$ cat config.mk
export PLATFORM = sky130hd
export DESIGN_NAME = sc_road_scroll_scheduler_flat
export DESIGN_NICKNAME = d
export VERILOG_FILES = /design/src/rtl/sc_road_scroll_scheduler_if.sv /design/src/rtl/sc_road_scroll_scheduler.sv /design/src/flat_wrapper.sv
export SDC_FILE = /design/constraint.sdc
export NUM_CORES = 1
export LEC_CHECK = 0
export CAP_MARGIN = 0
export CORE_MARGIN = 5
export CORE_UTILIZATION = 66
export DETAILED_ROUTE_END_ITERATION = 10
export PLACE_DENSITY = 0.85
export SLEW_MARGIN = 30
export SYNTH_ARGS = -nofsm -noshare
export SYNTH_HDL_FRONTEND = slang
export SYNTH_SLANG_ARGS = --single-unit
$ cat constraint.sdc
create_clock -name SC_STATEMACHINEPOINT_CLOCK_50 -period 7.1 [get_ports SC_STATEMACHINEPOINT_CLOCK_50]
set_input_delay 1.065 -clock SC_STATEMACHINEPOINT_CLOCK_50 [delete_from_list [all_inputs] [get_ports SC_STATEMACHINEPOINT_CLOCK_50]]
set_output_delay 1.065 -clock SC_STATEMACHINEPOINT_CLOCK_50 [all_outputs]
set_load 0.01 [all_outputs]
$ cat src/rtl/sc_road_scroll_scheduler_if.sv
// rtl/sc_road_scroll_scheduler_if.sv - strobe bus from the scroll scheduler to the road shift-register bank
interface sc_road_scroll_scheduler_if;
  logic       clear_OutLow;        // clear all road rows, active-low strobe
  logic       load0_OutLow;        // load an empty row into the top, active-low strobe
  logic       load1_OutLow;        // load an obstacle row into the top, active-low strobe
  logic [1:0] shiftselection_Out;  // 2'b11 hold, 2'b01 shift down one row

  // Scheduler side drives the strobes
  modport master (
    output clear_OutLow,
    output load0_OutLow,
    output load1_OutLow,
    output shiftselection_Out
  );

  // Road datapath side consumes them
  modport slave (
    input clear_OutLow,
    input load0_OutLow,
    input load1_OutLow,
    input shiftselection_Out
  );
endinterface

$ cat src/rtl/sc_road_scroll_scheduler.sv
// rtl/sc_road_scroll_scheduler.sv - Road-Fighter scroll timer, spawn, collision, lives and level sequencer
module sc_road_scroll_scheduler #(
  parameter int BASE_PERIOD    = 1000000,
  parameter int PERIOD_STEP    = 100000,
  parameter int MAX_LEVEL      = 7,
  parameter int ROWS_PER_LEVEL = 16,
  parameter int SPAWN_GAP      = 4,
  parameter int LIVES          = 3,
  parameter int HIT_HOLD       = 25000000
) (
  input  logic                              SC_STATEMACHINEPOINT_CLOCK_50,
  input  logic                              SC_STATEMACHINEPOINT_RESET_InHigh,
  input  logic                              SC_STATEMACHINEPOINT_startButton_InLow,
  input  logic                              SC_STATEMACHINEPOINT_pauseButton_InLow,
  input  logic                              SC_STATEMACHINEPOINT_bottomsidecomparator_InLow,
  sc_road_scroll_scheduler_if.master        road_o,
  output logic [2:0]                        level_Out,
  output logic [1:0]                        lives_Out,
  output logic                              gameover_Out
);

  localparam int PW = $clog2(BASE_PERIOD + 1);
  localparam int SW = $clog2(ROWS_PER_LEVEL + 1);
  localparam int GW = $clog2(SPAWN_GAP + 1);
  localparam int HW = $clog2(HIT_HOLD + 1);

  typedef enum logic [3:0] {
    S_IDLE, S_CLEAR, S_RUN, S_PAUSE, S_SHIFT,
    S_LOAD, S_CHECK, S_HIT, S_HIT_WAIT, S_GAMEOVER
  } state_t;

  state_t        state_q, state_d;
  logic [PW-1:0] presc_q, presc_d;
  logic [SW-1:0] scroll_q, scroll_d;
  logic [GW-1:0] spawn_q, spawn_d;
  logic [HW-1:0] hold_q, hold_d;
  logic [2:0]    level_q, level_d;
  logic [1:0]    lives_q, lives_d;
  logic          start_prev_q, pause_prev_q;
  logic          start_edge, pause_edge;
  logic [PW-1:0] period_m1;
  logic          clear_n, load0_n, load1_n, gameover;
  logic [1:0]    shift_sel;

  // Buttons are already synchronous; a press is a 1 -> 0 step between samples
  assign start_edge = start_prev_q & ~SC_STATEMACHINEPOINT_startButton_InLow;
  assign pause_edge = pause_prev_q & ~SC_STATEMACHINEPOINT_pauseButton_InLow;

  // Scroll period shrinks linearly with level; terminal count is period-1
  assign period_m1 = PW'(BASE_PERIOD - 1) - PW'(PERIOD_STEP) * PW'(level_q);

  // State, counters, game registers and button history
  always_ff @(posedge SC_STATEMACHINEPOINT_CLOCK_50 or posedge SC_STATEMACHINEPOINT_RESET_InHigh) begin
    if (SC_STATEMACHINEPOINT_RESET_InHigh) begin
      state_q      <= S_IDLE;
      presc_q      <= '0;
      scroll_q     <= '0;
      spawn_q      <= '0;
      hold_q       <= '0;
      level_q      <= '0;
      lives_q      <= 2'(LIVES);
      start_prev_q <= 1'b1;
      pause_prev_q <= 1'b1;
    end else begin
      state_q      <= state_d;
      presc_q      <= presc_d;
      scroll_q     <= scroll_d;
      spawn_q      <= spawn_d;
      hold_q       <= hold_d;
      level_q      <= level_d;
      lives_q      <= lives_d;
      start_prev_q <= SC_STATEMACHINEPOINT_startButton_InLow;
      pause_prev_q <= SC_STATEMACHINEPOINT_pauseButton_InLow;
    end
  end

  // Next-state/counter updates and Moore decode of the strobes
  always_comb begin
    state_d   = state_q;
    presc_d   = presc_q;
    scroll_d  = scroll_q;
    spawn_d   = spawn_q;
    hold_d    = hold_q;
    level_d   = level_q;
    lives_d   = lives_q;
    clear_n   = 1'b1;
    load0_n   = 1'b1;
    load1_n   = 1'b1;
    shift_sel = 2'b11;
    gameover  = 1'b0;

    case (state_q)
      S_IDLE, S_GAMEOVER: begin
        gameover = (state_q == S_GAMEOVER);
        // New game: the reload happens on the way into CLEAR
        if (start_edge) begin
          state_d  = S_CLEAR;
          lives_d  = 2'(LIVES);
          level_d  = '0;
          presc_d  = '0;
          scroll_d = '0;
          spawn_d  = '0;
          hold_d   = '0;
        end
      end
      S_CLEAR: begin
        clear_n = 1'b0;
        state_d = S_RUN;
      end
      S_RUN: begin
        if (pause_edge) begin
          state_d = S_PAUSE;
        end else if (presc_q == period_m1) begin
          presc_d = '0;
          state_d = S_SHIFT;
        end else begin
          presc_d = presc_q + 1'b1;
        end
      end
      S_PAUSE: begin
        if (pause_edge) state_d = S_RUN;
      end
      S_SHIFT: begin
        shift_sel = 2'b01;
        scroll_d  = scroll_q + 1'b1;
        spawn_d   = spawn_q + 1'b1;
        state_d   = S_LOAD;
      end
      S_LOAD: begin
        if (spawn_q == GW'(SPAWN_GAP)) begin
          load1_n = 1'b0;
          spawn_d = '0;
        end else begin
          load0_n = 1'b0;
        end
        state_d = S_CHECK;
      end
      S_CHECK: begin
        if (scroll_q == SW'(ROWS_PER_LEVEL)) begin
          scroll_d = '0;
          if (level_q < 3'(MAX_LEVEL)) level_d = level_q + 1'b1;
        end
        state_d = SC_STATEMACHINEPOINT_bottomsidecomparator_InLow ? S_RUN : S_HIT;
      end
      S_HIT: begin
        lives_d = lives_q - 1'b1;
        if (lives_q == 2'd1) begin
          state_d = S_GAMEOVER;
        end else begin
          hold_d  = '0;
          state_d = S_HIT_WAIT;
        end
      end
      S_HIT_WAIT: begin
        // Recovery CLEAR keeps lives, level and spawn phase; only the timer restarts
        if (hold_q == HW'(HIT_HOLD - 1)) begin
          presc_d = '0;
          state_d = S_CLEAR;
        end else begin
          hold_d = hold_q + 1'b1;
        end
      end
      default: state_d = S_IDLE;
    endcase
  end

  assign road_o.clear_OutLow       = clear_n;
  assign road_o.load0_OutLow       = load0_n;
  assign road_o.load1_OutLow       = load1_n;
  assign road_o.shiftselection_Out = shift_sel;
  assign level_Out                 = level_q;
  assign lives_Out                 = lives_q;
  assign gameover_Out              = gameover;

endmodule

$ cat src/flat_wrapper.sv
// flat-port wrapper written by rule: the top's interface ports become plain ports
module sc_road_scroll_scheduler_flat 
#(
  parameter int BASE_PERIOD    = 1000000,
  parameter int PERIOD_STEP    = 100000,
  parameter int MAX_LEVEL      = 7,
  parameter int ROWS_PER_LEVEL = 16,
  parameter int SPAWN_GAP      = 4,
  parameter int LIVES          = 3,
  parameter int HIT_HOLD       = 25000000
)
  (SC_STATEMACHINEPOINT_CLOCK_50, SC_STATEMACHINEPOINT_RESET_InHigh, SC_STATEMACHINEPOINT_startButton_InLow, SC_STATEMACHINEPOINT_pauseButton_InLow, SC_STATEMACHINEPOINT_bottomsidecomparator_InLow, level_Out, lives_Out, gameover_Out, road_o_clear_OutLow, road_o_load0_OutLow, road_o_load1_OutLow, road_o_shiftselection_Out);
  sc_road_scroll_scheduler_if road_o_i ();
  input  logic SC_STATEMACHINEPOINT_CLOCK_50;
  input  logic SC_STATEMACHINEPOINT_RESET_InHigh;
  input  logic SC_STATEMACHINEPOINT_startButton_InLow;
  input  logic SC_STATEMACHINEPOINT_pauseButton_InLow;
  input  logic SC_STATEMACHINEPOINT_bottomsidecomparator_InLow;
  output logic [2:0] level_Out;
  output logic [1:0] lives_Out;
  output logic gameover_Out;
  output wire logic [$bits(road_o_i.clear_OutLow)-1:0] road_o_clear_OutLow;
  output wire logic [$bits(road_o_i.load0_OutLow)-1:0] road_o_load0_OutLow;
  output wire logic [$bits(road_o_i.load1_OutLow)-1:0] road_o_load1_OutLow;
  output wire logic [$bits(road_o_i.shiftselection_Out)-1:0] road_o_shiftselection_Out;
  assign road_o_clear_OutLow = road_o_i.clear_OutLow;
  assign road_o_load0_OutLow = road_o_i.load0_OutLow;
  assign road_o_load1_OutLow = road_o_i.load1_OutLow;
  assign road_o_shiftselection_Out = road_o_i.shiftselection_Out;
  sc_road_scroll_scheduler #(.BASE_PERIOD(BASE_PERIOD), .PERIOD_STEP(PERIOD_STEP), .MAX_LEVEL(MAX_LEVEL), .ROWS_PER_LEVEL(ROWS_PER_LEVEL), .SPAWN_GAP(SPAWN_GAP), .LIVES(LIVES), .HIT_HOLD(HIT_HOLD)) u_core (.SC_STATEMACHINEPOINT_CLOCK_50(SC_STATEMACHINEPOINT_CLOCK_50), .SC_STATEMACHINEPOINT_RESET_InHigh(SC_STATEMACHINEPOINT_RESET_InHigh), .SC_STATEMACHINEPOINT_startButton_InLow(SC_STATEMACHINEPOINT_startButton_InLow), .SC_STATEMACHINEPOINT_pauseButton_InLow(SC_STATEMACHINEPOINT_pauseButton_InLow), .SC_STATEMACHINEPOINT_bottomsidecomparator_InLow(SC_STATEMACHINEPOINT_bottomsidecomparator_InLow), .road_o(road_o_i), .level_Out(level_Out), .lives_Out(lives_Out), .gameover_Out(gameover_Out));
endmodule
==> impl_results.md, run 1 <==
- Slowest stage cell, crit path: dfrtp_1
- Setup Fix Bufs, Post-CTS: 0
- Syn nets: between 400 and 500
- DR WL/cell: 15.6 um
- Clk Latency, worst-skew pair: 0.36 ns
- Layout area overhead: 9.10%
- Post-synthesis sequential area ratio: 0.389
- Critical path required time: approximately 7.3 ns
- Clock Skew: approximately 0.009 ns
- Final #Nets: 499
- Starting density of the core: 0.689
- Post-synth EDFFs: 0
- Crit Path Class: reg2reg
- Cts hold-fix bufs: 0
- CP startpoint kind: flop
- Min Tclk post-route: 3.74 ns
- DRC Markers: 0
- Pwr Density: 319 nW/um2
- Row cnt: 28
- Area fraction of the dominant cell type after synthesis: 0.364
- CP Capture Type: flop
- Status: finished clean
- Largest net degree at the start of global routing: 65
- Register bit total from synthesis: 64
- Die W: around 90 um
- Ys Warns: 0
- Root Driver: clkbuf_8
- Top post-synthesis cells by area: dfrtp_1 (36%), xor2_1 (6.6%), ha_1 (5.5%), xnor2_1 (4.9%), nand2_1 (4.6%)
- Cells after Synth: around 470
- DP Wirelength: ~6 mm
- CTS tree: built
- Rel. slew slack: 0.476
- First-pass GRT wire length: 14.9 mm
- IO Pins: 16
- CTS sink count: 64
- Largest area contributor in the synthesized netlist: dfrtp_1
- Initial antenna violation count: 0
- Most frequent cells after synthesis: dfrtp_1 (60), nand2_1 (51), nor2_1 (44)
- Design area: 4500 um2
- # resized after CTS: 0
- Placement Cell Area: 4290 um2
- Number of library cell types mapped by synthesis: 58
- CTS Buf Count: 9
- Final WL: 8.65 mm
- # Max-Cap Violations: 0
- Data arrival time of the worst path: 3.98 ns
- RSZ-0062 raised after global routing: false
- Share of flip-flops with an asynchronous set or reset: 1.00
- Ant diodes: 0
- Final period utilization: 0.527
- Core area: 5990 um2
- Final Core Density: 0.751
- Peak Freq: 267 MHz
- Maximum VDD drop: 0.257 mV
- Hold Fails Final Rpt: 0
- Initial DRC Count: 252
- Most common cell in the synthesized netlist: dfrtp_1
- Die height: 89.1 um
- I/O Buffers: 14
- Slew Viols, Final: 0
- Slowest stage delay, CP: 0.58 ns
- Measured slew at the worst slew-check pin: between 0.7 and 0.8 ns
- H-tree levels: 3
- Post-DRT Antenna Nets: 0
- Clock Pin Slew Worst Setup and Hold Paths: 0.08 ns
- DR vias: 3392
- Grt ovf: 0
- P_leak: 2.02 nW
- GPL Wtd Cong: 0.889
- Via density: 6.11
- CTS Buffer Depth: 2
- Gr usage total: 0.240
- Setup Viol. Count Final: 0
- Cell Chain, Critical Path: inv_1 > ha_1 > xnor2_2 > or4b_4 > a311oi_4 > xnor2_1 > or3_1 > a311oi_2 > buf_4 > or2_2 > o21ai_0
- Total power: 1.43 mW
- R2R Setup Slk: about 3.4 ns
- Vias in the first global route: 3279
- Hold Path Class: reg2reg
- Synth Area per Inst: 8.85 um2
- Post-Syn Area: 4130 um2
- First-pass detailed-route iteration total: 5
- Crit path max fanout: 12
- Main synth FF type: dfrtp_1
- Proportion of layout cells with a drive suffix above 1: 0.0771
- Setup TNS after final layout: 0 ns
- Full die area: slightly below 8000 um2
[flip-flops by register name (all words and copies together), names as in the netlist]
register / count
u_core.hold_q: 25
u_core.level_Out: 3
u_core.lives_Out: 2
u_core.pause_prev_q: 1
u_core.presc_q: 20
u_core.scroll_q: 5
u_core.spawn_q: 3
u_core.start_prev_q: 1
u_core.state_q: 4
[routing by layer]
metal  global-route usage  share of wire
met1                0.333           0.47
met4                0.112          0.019
met2                0.372           0.47
met5                    0              0
met3               0.0387          0.045
[area by class of cell]
cell class | count | area (um2)
repair buffers | 19 | 178
well taps | 75 | 93.8
clock buffers | 12 | 155
clock inverters | 4 | 51.3
flip-flops and latches | 64 | 1610
fillers | 416 | 1490
multi-input cells | 361 | 2340
inverters | 20 | 75.1
[final timing paths]
path,start,endpoint,cells past startpoint
min,u_core.hold_q[0]$_DFFE_PP0P_,u_core.hold_q[0]$_DFFE_PP0P_,1
max in group asynchronous,SC_STATEMACHINEPOINT_RESET_InHigh,u_core.spawn_q[1]$_DFFE_PP0P_,3
max reg2reg,u_core.level_Out[0]$_DFFE_PP0P_,u_core.presc_q[1]$_DFFE_PP0P_,11
max,u_core.level_Out[0]$_DFFE_PP0P_,u_core.presc_q[1]$_DFFE_PP0P_,11
min in group asynchronous,SC_STATEMACHINEPOINT_RESET_InHigh,u_core.hold_q[19]$_DFFE_PP0P_,3
min reg2reg,u_core.hold_q[0]$_DFFE_PP0P_,u_core.hold_q[0]$_DFFE_PP0P_,1
[report_power, final]
group / internal (mW) / leakage [nW] / switching, mW
Combinational: 0.257 / 1.05 / 0.333
Clock: 0.182 / 0.103 / 0.152
Sequential: 0.420 / 0.865 / 0.0890
Total: 0.859 / 2.02 / 0.575
[kinds of logic (layout without fill, tap and decap cells)]
| family | Yosys count | after routing | synth area share |
|---|---|---|---|
| AO/OA/AOI/OAI | 75 | 75 | 0.120 |
| XOR/XNOR | 56 | 56 | 0.124 |
| adder cells (fa/ha/maj) | 20 | 20 | 0.0619 |
| buffers and inverters | 41 | 55 | 0.0431 |
| flip-flops | 64 | 64 | 0.389 |
| multiplexers | 2 | 2 | 0.00516 |
| other | 1 | 1 | 0.000909 |
| AND/OR/NAND/NOR | 207 | 207 | 0.255 |
[cells in the final DEF (no fill, tap or decap), types with 14 or more instances in the layout]
cell             synthesis  final
a21oi_1                 24     24
and3_1                  15     15
clkdlybuf4s50_1          0     14
dfrtp_1                 60     60
ha_1                    18     18
inv_1                   20     19
nand2_1                 51     51
nand3_1                 19     19
nand4_1                 18     18
nor2_1                  44     44
o21ai_0                 20     20
xnor2_1                 23     23
xor2_1                  31     31
[metrics by stage]
| step | hold slack, ns | setup slack (ns) | instances |
|---|---|---|---|
| global route | 0.542 | 3.13 | 555 |
| finish | 0.528 | 3.36 | 555 |
| global placement | 0.478 | 3.21 | 539 |
| floorplan | 0.460 | 3.61 | 466 |
| CTS | 0.530 | 3.35 | 555 |
| detailed placement | 0.488 | 3.13 | 539 |
[worst max-delay path, delay by kind of cell (launching register included)]
| family | cells | cell delay [ns] |
|---|---|---|
| AOI/OAI and AO/OA | 3 | 0.69 |
| xor gates and xnor gates | 2 | 0.35 |
| adders and majority gates | 1 | 0.48 |
| buffers and inverters | 2 | 0.39 |
| DFF | 1 | 0.58 |
| and+or+nand+nor | 3 | 1.13 |
Note: power is estimated with default switching activity, not from simulation.
==> inputs of run 2 (changes only) <==
- CORE_UTILIZATION: 66 -> 61
- PLACE_DENSITY: 0.85 -> 0.8
- clock period: 7.1 -> 3.47 ns (I/O delays scaled with it)
==> impl_results.md, run 2 (same netlist as run 1, synthesis figures left out) <==
- Layout area overhead: 14.4%
- Met3 wire length: 367 um (-6.1%)
- Fill count: 505 (+21%)
- Vias in the first global route: 3291 (+0.37%)
- # Max-Cap Violations: 0 (unchanged)
- Maximum VDD drop: 0.452 mV (+76%)
- Worst path most repeated cell: ha_4
- Clock Pin Slew Worst Setup and Hold Paths: 0.08 ns (about the same)
- Core area: 6680 um2 (+12%)
- Crit path max fanout: 12 (unchanged)
- Status: finished clean
- Slew Viols, Final: 0 (unchanged)
- Buf/Inv on CP: 2 (unchanged)
- H-tree levels: 3 (unchanged)
- Row cnt: 30 (+7.1%)
- Initial antenna violation count: 0 (unchanged)
- Measured slew at the worst slew-check pin: 0.786 ns (+0.0000709 ns)
- CTS sink count: 64 (unchanged)
- CTS tree: built
- First-pass GRT wire length: 15.2 mm (+1.9%)
- Initial DRC Count: 258 (+2.4%)
- Post-route setup slack: 0.0714 ns (-3.28 ns)
- Setup Viol. Count Final: 0 (unchanged)
- Sw frac: 0.378 (-0.0228)
- WL met2: 4.23 mm (+4.7%)
- CP Capture Type: flop
- Slowest stage delay, CP: 0.50 ns (-0.08 ns)
- Proportion of layout cells with a drive suffix above 1: 0.119 (+0.0419)
- IO Pins: 16 (unchanged)
- Hold Fails Final Rpt: 0 (unchanged)
- Min Tclk post-route: 3.40 ns (-0.345 ns)
- Setup TNS after final layout: 0 ns (unchanged)
- Cts hold-fix bufs: 0 (unchanged)
- Hold WS: 0.493 ns (-0.0353 ns)
- DP Worst Slack: 0.0000491 ns (-3.13 ns)
- CP startpoint kind: flop
- Post-DRT Antenna Nets: 0 (unchanged)
- Pwr Density: 679 nW/um2 (+110%)
- Final Core Density: 0.707 (-0.0447)
- Ant diodes: 0 (unchanged)
- Starting density of the core: 0.617 (-0.0712)
- Largest net degree at the start of global routing: 65 (unchanged)
- CTS Buffer Depth: 2 (unchanged)
- Crit Path Class: reg2reg
- Max FFs per register: 25 (unchanged)
- Clock Skew: 0.00852 ns (-0.000593 ns)
- Rel. slew slack: 0.476 (about the same)
- Slowest stage cell, crit path: or4b_4
- Highest Signal Layer: met4
- DP Wirelength: 5.93 mm (+1.5%)
- Critical path required time: 3.70 ns (-3.64 ns)
- DR vias: 3431 (+1.1%)
- Final period utilization: 0.979 (+0.452)
- Multi-input logic area: 2380 um2 (+1.9%)
- Grt ovf: 0 (unchanged)
- Biggest register: u_core.hold_q
- First-pass detailed-route iteration total: 5 (unchanged)
- DRC Markers: 0 (unchanged)
- Die W: 92.2 um (+3.6%)
- Most frequent cells in the layout: dfrtp_1 (59), nand2_1 (51), nor2_1 (44)
- Data arrival time of the worst path: 3.63 ns (-0.35 ns)
- Die height: 92.2 um (+3.6%)
- Peak Freq: 294 MHz (+10%)
- Full die area: 8510 um2 (+7.3%)
- Storage cell area: 1610 um2 (about the same)
- Register share of total power: 0.314 (-0.041)
- P_leak: 2.12 nW (+4.9%)
- Clk Latency, worst-skew pair: 0.35 ns (about the same)
- Share of total power in the clock network: 0.250 (+0.017)
- Logic pwr share: 0.435 (+0.023)
- Int Pwr: 1.99 mW (+130%)
- GPL Wtd Cong: 0.922 (+3.8%)
- Commonest non-fill, non-tap cell in the layout: dfrtp_1
- Top delay family on crit path: simple AND/OR/NAND/NOR gates
- Cell Chain, Critical Path: ha_4 > and2_4 > ha_4 > xnor2_4 > or4b_4 > a311oi_4 > buf_4 > mux2i_1 > nand3b_1 > a311oi_2 > buf_2 > or2_4 > o21ai_0
- Hold Path Class: reg2reg
- Gr usage total: 0.220 (-0.0200)
- I/O Buffers: 14 (unchanged)
- Root Driver: clkbuf_8
- Psw: 1.21 mW (+110%)
- Final #Nets: 515 (+3.2%)
- CTS Buf Count: 9 (unchanged)
- DR WL/cell: 15.1 um (-2.8%)
- Biggest regs: u_core.hold_q (25), u_core.presc_q (20), u_core.scroll_q (5)
- M1 wire length: 3.99 mm (-1.4%)
- Final WL: 8.72 mm (+0.88%)
- Via density: 5.96 (-2.5%)
- Total power: 3.21 mW (+120%)
run 2: cell types whose count changed in the layout (fill, tap and decap cells not counted), sizes merged:
| cell | previous run | this run |
|---|---|---|
| clkinv | 1 | 3 |
| clkinvlp | 1 | 0 |
| clkbuf | 12 | 10 |
| inv | 21 | 20 |
| bufinv | 1 | 3 |
| buf | 5 | 21 |
run 2: layout make-up:
| type | instances | area share |
|---|---|---|
| clock buffer | 10 | 0.0292 |
| clock inverter | 6 | 0.0246 |
| inverter | 20 | 0.0159 |
| multi-input combinational | 361 | 0.505 |
| sequential | 64 | 0.341 |
| tap | 80 | 0.0212 |
| timing repair buffer | 35 | 0.0633 |
run 2: what timing repair did:
action | in CTS | in global routing
setup endpoints to repair | 0 | 18
setup buffers | 0 | 4
resized for setup | 0 | 9
run 2: metal layers:
| metal | up-vias | global-route usage |
|---|---|---|
| met5 | - | 0 |
| met4 | 0 | 0.0829 |
| li1 | 1664 | - |
| met2 | 74 | 0.339 |
| met3 | 14 | 0.0427 |
| met1 | 1679 | 0.309 |
run 2: final timing paths:
check / startpoint / endpoint / slack [ns] / cells after the start
max: u_core.level_Out[0]$_DFFE_PP0P_ / u_core.presc_q[1]$_DFFE_PP0P_ / 0.07 / 13
min: u_core.hold_q[0]$_DFFE_PP0P_ / u_core.hold_q[0]$_DFFE_PP0P_ / 0.49 / 1
max reg2reg: u_core.level_Out[0]$_DFFE_PP0P_ / u_core.presc_q[1]$_DFFE_PP0P_ / 0.07 / 13
min reg2reg: u_core.hold_q[0]$_DFFE_PP0P_ / u_core.hold_q[0]$_DFFE_PP0P_ / 0.49 / 1
max in group asynchronous: SC_STATEMACHINEPOINT_RESET_InHigh / u_core.level_Out[1]$_DFFE_PP0P_ / 2.17 / 3
min in group asynchronous: SC_STATEMACHINEPOINT_RESET_InHigh / u_core.presc_q[7]$_DFFE_PP0P_ / 0.72 / 3
run 2: power by group through the flow:
| stage | logic (mW) | registers [mW] | clock network, mW |
|---|---|---|---|
| 2_1_floorplan | 0.995 | 0.972 | 0 |
| 3_3_place_gp | 1.23 | 1.01 | 0 |
| 3_5_place_dp | 1.27 | 1.01 | 0 |
| 4_1_cts | 1.29 | 1.00 | 0.815 |
| 5_1_grt | 1.53 | 1.04 | 0.864 |
| 6_report | 1.40 | 1.01 | 0.803 |
run 2: per-stage QoR:
step	std cells	area, um2
after CTS	571	4640
final	576	4720
after global routing	576	4720
after global placement	555	4380
after floorplan	466	4130
after detailed placement	555	4380
==> inputs of run 3 (changes only) <==
- CAP_MARGIN: 0 -> unset
==> results of run 3 <==
Same layout as run 2: the final DEF is identical, and so are final timing and power.
